<file path="src/rtl/cga_cpu_vram_port_pkg.sv">
// Shared types and constants for the CGA CPU-side VRAM port.
package cga_pkg;

  typedef enum logic [2:0] {
    ST_IDLE,
    ST_WAIT_SLOT,
    ST_ACCESS,
    ST_CAPTURE,
    ST_DONE
  } vram_state_e;

  typedef enum logic {
    OP_RD = 1'b0,
    OP_WR = 1'b1
  } vram_op_e;

  localparam logic [19:0] CGA_FB_BASE = 20'hB8000;

  // 16K boards ignore a[14], so both halves of the window alias the same RAM.
  function automatic logic [18:0] vram_addr(input logic [14:0] a, input bit tandy);
    return {4'h0, (tandy ? a[14] : 1'b0), a[13:0]};
  endfunction

endpackage

</file>
<file path="src/rtl/isa_strobe_sync.sv">
// Two-flop synchronizer for an active-low ISA strobe with falling-edge detect.
module isa_strobe_sync (
  input  logic clk,
  input  logic rst_n,
  input  logic strobe_l,
  output logic sync_l,
  output logic fall
);

  logic meta_q, meta_d;
  logic sync_q, sync_d;
  logic prev_q, prev_d;

  always_comb begin
    meta_d = strobe_l;
    sync_d = meta_q;
    prev_d = sync_q;
  end

  always_ff @(posedge clk or negedge rst_n) begin
    if (!rst_n) begin
      meta_q <= 1'b1;
      sync_q <= 1'b1;
      prev_q <= 1'b1;
    end else begin
      meta_q <= meta_d;
      sync_q <= sync_d;
      prev_q <= prev_d;
    end
  end

  assign sync_l = sync_q;
  assign fall   = prev_q & ~sync_q;

endmodule

</file>
<file path="src/rtl/cga_cpu_vram_port.sv">
// CPU access port into CGA video RAM: waits for the sequencer slot, performs
// one read or write, and holds IOCHRDY low until the access completes.
module cga_cpu_vram_port
  import cga_pkg::*;
#(
  parameter int USE_BUS_WAIT = 1,
  parameter int TANDY_32K    = 0,
  parameter int SLOT_TIMEOUT = 63
) (
  input  logic        clk,
  input  logic        nRESET,
  input  logic [14:0] bus_a,
  input  logic        bus_mem_cs,
  input  logic        bus_memr_l,
  input  logic        bus_memw_l,
  input  logic [7:0]  bus_d,
  output logic [7:0]  bus_out,
  output logic        bus_dir,
  output logic        bus_rdy,
  input  logic        isa_op_enable,
  output logic        cpu_ram_sel,
  output logic [18:0] ram_a,
  output logic [7:0]  ram_d_out,
  input  logic [7:0]  ram_d_in,
  output logic        ram_we_l
);

  localparam int CW = (SLOT_TIMEOUT < 2) ? 1 : $clog2(SLOT_TIMEOUT + 1);

  logic memr_sync_l, memr_fall;
  logic memw_sync_l, memw_fall;

  isa_strobe_sync u_memr_sync (
    .clk      (clk),
    .rst_n    (nRESET),
    .strobe_l (bus_memr_l),
    .sync_l   (memr_sync_l),
    .fall     (memr_fall)
  );

  isa_strobe_sync u_memw_sync (
    .clk      (clk),
    .rst_n    (nRESET),
    .strobe_l (bus_memw_l),
    .sync_l   (memw_sync_l),
    .fall     (memw_fall)
  );

  vram_state_e state_q, state_d;
  vram_op_e    op_q, op_d;
  logic [14:0] addr_q, addr_d;
  logic [7:0]  wdata_q, wdata_d;
  logic [CW-1:0] cnt_q, cnt_d;
  logic [7:0]  bus_out_q, bus_out_d;
  logic        bus_dir_q, bus_dir_d;
  logic        bus_rdy_q, bus_rdy_d;
  logic        sel_q, sel_d;
  logic [18:0] ram_a_q, ram_a_d;
  logic [7:0]  ram_d_out_q, ram_d_out_d;
  logic        we_l_q, we_l_d;

  logic both_low;
  logic op_strobe_l;

  always_comb begin
    state_d     = state_q;
    op_d        = op_q;
    addr_d      = addr_q;
    wdata_d     = wdata_q;
    cnt_d       = cnt_q;
    bus_out_d   = bus_out_q;
    bus_dir_d   = bus_dir_q;
    bus_rdy_d   = bus_rdy_q;
    sel_d       = sel_q;
    ram_a_d     = ram_a_q;
    ram_d_out_d = ram_d_out_q;
    we_l_d      = 1'b1;

    both_low    = ~memr_sync_l & ~memw_sync_l;
    op_strobe_l = (op_q == OP_WR) ? memw_sync_l : memr_sync_l;

    unique case (state_q)
      ST_IDLE: begin
        if (bus_mem_cs && !both_low) begin
          if (memw_fall) begin
            addr_d    = bus_a;
            wdata_d   = bus_d;
            op_d      = OP_WR;
            cnt_d     = '0;
            bus_rdy_d = 1'b0;
            state_d   = ST_WAIT_SLOT;
          end else if (memr_fall) begin
            addr_d    = bus_a;
            op_d      = OP_RD;
            cnt_d     = '0;
            bus_rdy_d = 1'b0;
            state_d   = ST_WAIT_SLOT;
          end
        end
      end
      ST_WAIT_SLOT: begin
        if (isa_op_enable) begin
          sel_d   = 1'b1;
          ram_a_d = vram_addr(addr_q, TANDY_32K != 0);
          if (op_q == OP_WR) begin
            we_l_d      = 1'b0;
            ram_d_out_d = wdata_q;
          end
          state_d = ST_ACCESS;
        end else if (cnt_q == CW'(SLOT_TIMEOUT)) begin
          // No slot arrived: release the bus with open-bus data, drop writes.
          bus_rdy_d = 1'b1;
          if (op_q == OP_RD) begin
            bus_out_d = 8'hFF;
            bus_dir_d = ~memr_sync_l;
          end
          state_d = ST_DONE;
        end else begin
          cnt_d = cnt_q + CW'(1);
        end
      end
      ST_ACCESS: begin
        if (op_q == OP_WR) begin
          sel_d     = 1'b0;
          bus_rdy_d = 1'b1;
          state_d   = ST_DONE;
        end else begin
          state_d = ST_CAPTURE;
        end
      end
      ST_CAPTURE: begin
        bus_out_d = ram_d_in;
        bus_dir_d = ~memr_sync_l;
        sel_d     = 1'b0;
        bus_rdy_d = 1'b1;
        state_d   = ST_DONE;
      end
      ST_DONE: begin
        if (op_strobe_l) begin
          bus_dir_d = 1'b0;
          cnt_d     = '0;
          state_d   = ST_IDLE;
        end else begin
          bus_dir_d = (op_q == OP_RD);
        end
      end
      default: state_d = ST_IDLE;
    endcase
  end

  always_ff @(posedge clk or negedge nRESET) begin
    if (!nRESET) begin
      state_q     <= ST_IDLE;
      op_q        <= OP_RD;
      addr_q      <= '0;
      wdata_q     <= '0;
      cnt_q       <= '0;
      bus_out_q   <= '0;
      bus_dir_q   <= 1'b0;
      bus_rdy_q   <= 1'b1;
      sel_q       <= 1'b0;
      ram_a_q     <= '0;
      ram_d_out_q <= '0;
      we_l_q      <= 1'b1;
    end else begin
      state_q     <= state_d;
      op_q        <= op_d;
      addr_q      <= addr_d;
      wdata_q     <= wdata_d;
      cnt_q       <= cnt_d;
      bus_out_q   <= bus_out_d;
      bus_dir_q   <= bus_dir_d;
      bus_rdy_q   <= bus_rdy_d;
      sel_q       <= sel_d;
      ram_a_q     <= ram_a_d;
      ram_d_out_q <= ram_d_out_d;
      we_l_q      <= we_l_d;
    end
  end

  assign bus_out     = bus_out_q;
  assign bus_dir     = bus_dir_q;
  assign bus_rdy     = (USE_BUS_WAIT != 0) ? bus_rdy_q : 1'b1;
  assign cpu_ram_sel = sel_q;
  assign ram_a       = ram_a_q;
  assign ram_d_out   = ram_d_out_q;
  assign ram_we_l    = we_l_q;

endmodule

</file>
<file path="config.mk">
export PLATFORM = sky130hd
export DESIGN_NAME = cga_cpu_vram_port
export DESIGN_NICKNAME = d
export VERILOG_FILES = /design/src/rtl/cga_cpu_vram_port_pkg.sv /design/src/rtl/isa_strobe_sync.sv /design/src/rtl/cga_cpu_vram_port.sv
export SDC_FILE = /design/constraint.sdc
export NUM_CORES = 1
export LEC_CHECK = 0
export BUFFER_PORTS_ARGS = -buffer_cell sky130_fd_sc_hd__buf_2
export CAP_MARGIN = 20
export CELL_PAD_IN_SITES_DETAIL_PLACEMENT = 1
export CELL_PAD_IN_SITES_GLOBAL_PLACEMENT = 1
export CORE_MARGIN = 3
export CORE_UTILIZATION = 40
export CTS_BUF_LIST = sky130_fd_sc_hd__clkbuf_4
export CTS_CLUSTER_DIAMETER = 60
export CTS_CLUSTER_SIZE = 14
export DETAILED_ROUTE_END_ITERATION = 8
export GPL_TIMING_DRIVEN = 0
export HOLD_SLACK_MARGIN = 0.12
export PLACE_DENSITY = 0.84
export RECOVER_POWER = 25
export SLEW_MARGIN = 20
export SYNTH_ARGS = -nofsm -noshare
export SYNTH_HDL_FRONTEND = slang
export SYNTH_SLANG_ARGS = --single-unit
</file>
<file path="constraint.sdc">
create_clock -name clk -period 4.2 [get_ports clk]
set_input_delay 0.42 -clock clk [delete_from_list [all_inputs] [get_ports clk]]
set_output_delay 0.42 -clock clk [all_outputs]
set_load 0.05 [all_outputs]
</file>
-- Word level (Yosys, flattened, before mapping)
Index checks and enable logic that the tools add are counted.
- multiplexer cells: 41
- reduce and logical (&&, ||, !) cells: 19
- bitwise gates (word level): 6
- eq/ne operators: 15
- $add $sub $neg: 1
- operators by type and width (operator ; count):
    $mux 6 ; 6
    $mux 14 ; 2
    $mux 8 ; 3
    $mux 3 ; 7
    $pmux 6 s3 ; 1
    $mux 1 ; 17
    $ne 2x2->1 const B ; 8
    $pmux 8 s2 ; 1
    $pmux 3 s5 ; 1
    $reduce_and 3->1 ; 4
    $reduce_and 4->1 ; 3
    $reduce_and 6->1 ; 2
    $reduce_bool 3->1 ; 3
    $add 6x1->6 const B ; 1
    $eq 3x2->1 const B ; 2
    $eq 6x6->1 const B ; 1
    $ne 3x3->1 const B ; 2
    $pmux 1 s3 ; 2
    $pmux 1 s4 ; 1
    $reduce_bool 2->1 ; 2
    $reduce_bool 4->1 ; 1
    $and 1x1->1 ; 3
    $eq 3x1->1 const B ; 1
    $eq 3x3->1 const B ; 1
    5 further kinds ; 7
- input port bits: 37
- logic and storage cells: 100
- output and inout port bits: 39
- register bits after elaboration: 72

-- Logic depth before layout (Yosys ltp)
- word-level depth: 6
- depth in mapped cells: 6
- gate-level depth less buffers: 5

-- By module
Synthesis repeated with hierarchy kept, for this count alone.
- cell total of the unflattened synthesis: 208
- area total of the unflattened synthesis: 3057.9 um2
- modules (own cells, without submodules) (module ; times used ; area an instance (um2) ; sequential area each (um2) ; cells an instance):
    cga_cpu_vram_port ; 1 ; 2872.8 ; 1654.1 ; 200
    isa_strobe_sync ; 2 ; 92.6 ; 78.8 ; 4

-- Least setup slack after synthesis
No wires, ideal clock.
- path type: reg-to-reg
- from: register state_q[1]
- to: register addr_q[10]
- required time: 4.075 ns
- clock period less this slack: 1.625 ns
- data arrival time: 1.500 ns
- buffers on the path: 2
- path slack: 2.575 ns
- stages on the path, launching flop included: 7
- setup time: 0.125 ns
- cells stage by stage: dfrtp_1 > buf_6 > nor2_1 > nand3b_2 > nor2_4 > buf_6 > mux2_2
- longest elaborated chain between the ends: 2
- RTL lines (what ; RTL line ; text):
    start, declared ; cga_cpu_vram_port.sv:49 ; vram_state_e state_q, state_d;
    start signal, assigned ; cga_cpu_vram_port.sv:166 ; state_q <= state_d;
    $logic_not 3->1 ; cga_cpu_vram_port.sv:82 ; unique case (state_q)
    $reduce_and 3->1 (no line) ; -- ;
    end signal, assigned ; cga_cpu_vram_port.sv:168 ; addr_q <= addr_d;
    end, declared ; cga_cpu_vram_port.sv:51 ; logic [14:0] addr_q, addr_d;
Every way passes these cells.
A chain may end at the register's enable or synchronous reset.

==> impl_metrics.env <==
export IMPL_rows=30
export IMPL_synthDistinctLibCells=40
export IMPL_tritoncts="yes"
export IMPL_r2r_cells=6
export IMPL_grt_start_max_net_pins=43
export IMPL_core_area_um2=7020
export IMPL_finalSetupViolCount=0
export IMPL_fin_util_pct=52.9
export IMPL_hold_violations=0
export IMPL_dp_cells=388
export IMPL_n_antenna_cell=0
export IMPL_num_vias=2022
export IMPL_path_clk_slew_ns=0.13
export IMPL_route_detailed_drc=0
export IMPL_r2r_start="cnt_q[0]"
export IMPL_holdPathStages=2
export IMPL_ir_worst_vdd_uv=346
export IMPL_max_stage_delay_ns=1.19
export IMPL_initial_utilization_pct=42.7
export IMPL_violations="max-capacitance violations, max-slew violations"
export IMPL_ys_ff_latch=72
export IMPL_synth_edf_count=0
export IMPL_setup_worst_path_class="in -> async"
export IMPL_grt_pass1_wl_mm=10.8
export IMPL_fin_skew_ns=0.0196
export IMPL_io_buffers=69
export IMPL_mostFrequentLayoutCell="buf_2"
export IMPL_start_kind="primary input"
export IMPL_max_freq_ghz=0.507
export IMPL_synth_main_ff_cell="dfrtp_1"
export IMPL_min_to="bus_out[6]"
export IMPL_dieWidth_um=92.6
export IMPL_yosys_warnings=0
export IMPL_required_ns=4.73
export IMPL_crit_family="buffers and inverters"
export IMPL_place_congestion=0.765
export IMPL_maxSlewViolCount=31
export IMPL_wl_per_cell_um=15.9
export IMPL_area_growth_syn_to_layout_pct=23.7
export IMPL_drv_cap=1
export IMPL_synth_top_area_cell="dfrtp_1"
export IMPL_dp_hpwl_mm=4.82
export IMPL_cts_buffer_depth=2
export IMPL_clock_sinks=72
export IMPL_setup_tns_ns=0
export IMPL_die_area_um2=8570
export IMPL_r2r_end="bus_out[5]"
export IMPL_yosys_area_top_type_share_pct=53.4
export IMPL_routed_wl_mm=6.47
export IMPL_drt_iter0_drc=43
export IMPL_fill_cells=757
export IMPL_instances_no_fill=407
export IMPL_syn_area_per_cell_um2=13.8
export IMPL_antenna_found_initial=0
export IMPL_nets=344
export IMPL_final_cell_mix="buf_2, dfrtp_1, mux2_2, clkbuf_4"
export IMPL_crit_chain="dlygate4sd3_1, clkbuf_1, buf_12"
export IMPL_power_leakage_uw=0.00174
export IMPL_grt_remaining_overflow=0
export IMPL_root_buffer="clkbuf_4"
export IMPL_worstPathMaxFanout=42
export IMPL_async_reset_ff_share_pct=100
export IMPL_fin_crit_sh_pct=46.9
export IMPL_cellPowerDensity_nw_per_um2=799
export IMPL_die_y_um=92.6
export IMPL_ant_nets=0
export IMPL_crit_slowest_cell="clkbuf_1"
export IMPL_grtUsageTotal_pct=16.3
export IMPL_rsz0062_at_grt="false"
export IMPL_path_buf_inv=3
export IMPL_period_needed_ns=1.97
export IMPL_syn_area_um2=3000
export IMPL_cts_buffers=9
export IMPL_dr_pass1_iters=4
export IMPL_synth_area_top_cells="dfrtp_1, mux2_2, dfstp_2"
export IMPL_drive_gt1_share_pct=50.2
export IMPL_syn_instance_count=218
export IMPL_grt_pass1_vias=2224
export IMPL_crit_arrival_ns=2.50
export IMPL_clk_latency_ns=0.41
export IMPL_htreeDepth=3
export IMPL_tightestPinTransition_ns=1.66
export IMPL_yosysSeqAreaShare_pct=60.4
export IMPL_r2r_setup_slack_ns=2.28
export IMPL_crit_path_end_kind="asynchronous set/reset pin"
export IMPL_holdCritPathClass="in -> reg"
export IMPL_post_cts_resized=0
export IMPL_status="finished, violations left"
export IMPL_total_power_uw=2960
export IMPL_via_per_inst=4.97
export IMPL_slew_headroom_pct=-10.6
export IMPL_worstHoldStart="ram_d_in[6]"
export IMPL_num_io_pins=76
==> cells by family after synthesis <==
| group | after synthesis | synth area share [%] |
|---|---|---|
| adders and majority gates | 1 | 0.417 |
| DFF | 72 | 60.4 |
| other | 1 | 0.125 |
| buffers and inverters | 20 | 3.96 |
| AOI/OAI and AO/OA | 37 | 8.93 |
| and+or+nand+nor | 40 | 8.30 |
| muxes | 47 | 17.9 |
==> report_power, final <==
part / internal, uW / switching, uW / total (uW) / leakage (uW)
logic: 426 / 861 / 1290 / 0.000760
registers: 976 / 159 / 1140 / 0.000882
clock network: 306 / 237 / 543 / 0.0000980
total: 1710 / 1260 / 2960 / 0.00174
==> per-stage QoR <==
step | cell area (um2) | hold slack (ns) | worst slack [ns]
2_1_floorplan | 3010 | 0.124 | 2.58
3_3_place_gp | 3480 | 0.346 | 2.35
3_5_place_dp | 3500 | 0.350 | 2.35
4_1_cts | 3710 | 0.212 | 2.32
5_1_grt | 3710 | 0.198 | 1.95
6_report | 3710 | 0.232 | 2.23
==> how the worst max path moves through the flow <==
stage | to | startpoint | depth (start not counted)
2_1_floorplan | addr_q[10] | state_q[1] | 6
3_3_place_gp | addr_q[11] | nRESET | 1
3_5_place_dp | addr_q[8] | state_q[1] | 6
4_1_cts | addr_q[8] | state_q[1] | 6
5_1_grt | wdata_q[2] | nRESET | 2
6_report | bus_rdy | nRESET | 3
==> state kept, by name, summed over array words and instances (netlist names), 3 cells and up <==
name       cells
cnt_q          6
bus_out        8
ram_d_out      8
wdata_q        8
state_q        3
addr_q        14
ram_a         14
==> metal layers <==
layer  up-vias  wire length, um  GRT usage [%]
met5         -                0              0
met4         0              121           6.68
met3        10              323           5.36
met2        52             3420           27.6
met1      1016             2610           18.9
li1        944                -              -
==> timing repair <==
action                                 4_1_cts  5_1_grt
buffers inserted                             0        0
hold buffers                                 3        0
endpoints found under the hold margin       25        0
==> cell type report <==
cell class	count	area, um2	share of cell area (%)
clock buffers	10	75.1	2.02
well taps	96	120	3.24
repair buffers	73	393	10.6
clock inverters	6	108	2.90
plain buffers	11	85.1	2.29
inverters	9	33.8	0.911
multi-input cells	130	1080	29.2
flip-flops and latches	72	1810	48.8
==> synthesized netlist by cell type (3+ instances only) <==
master and number:
buf_4 7, nand2_1 8, o211ai_1 3, nor2_1 8, o22a_1 8, o21ai_0 9
dfrtp_1 64, a21oi_1 6, nand3_1 4, mux2_2 44, dfstp_2 8, inv_1 9
No activity file was read; power rests on OpenSTA's default activity.
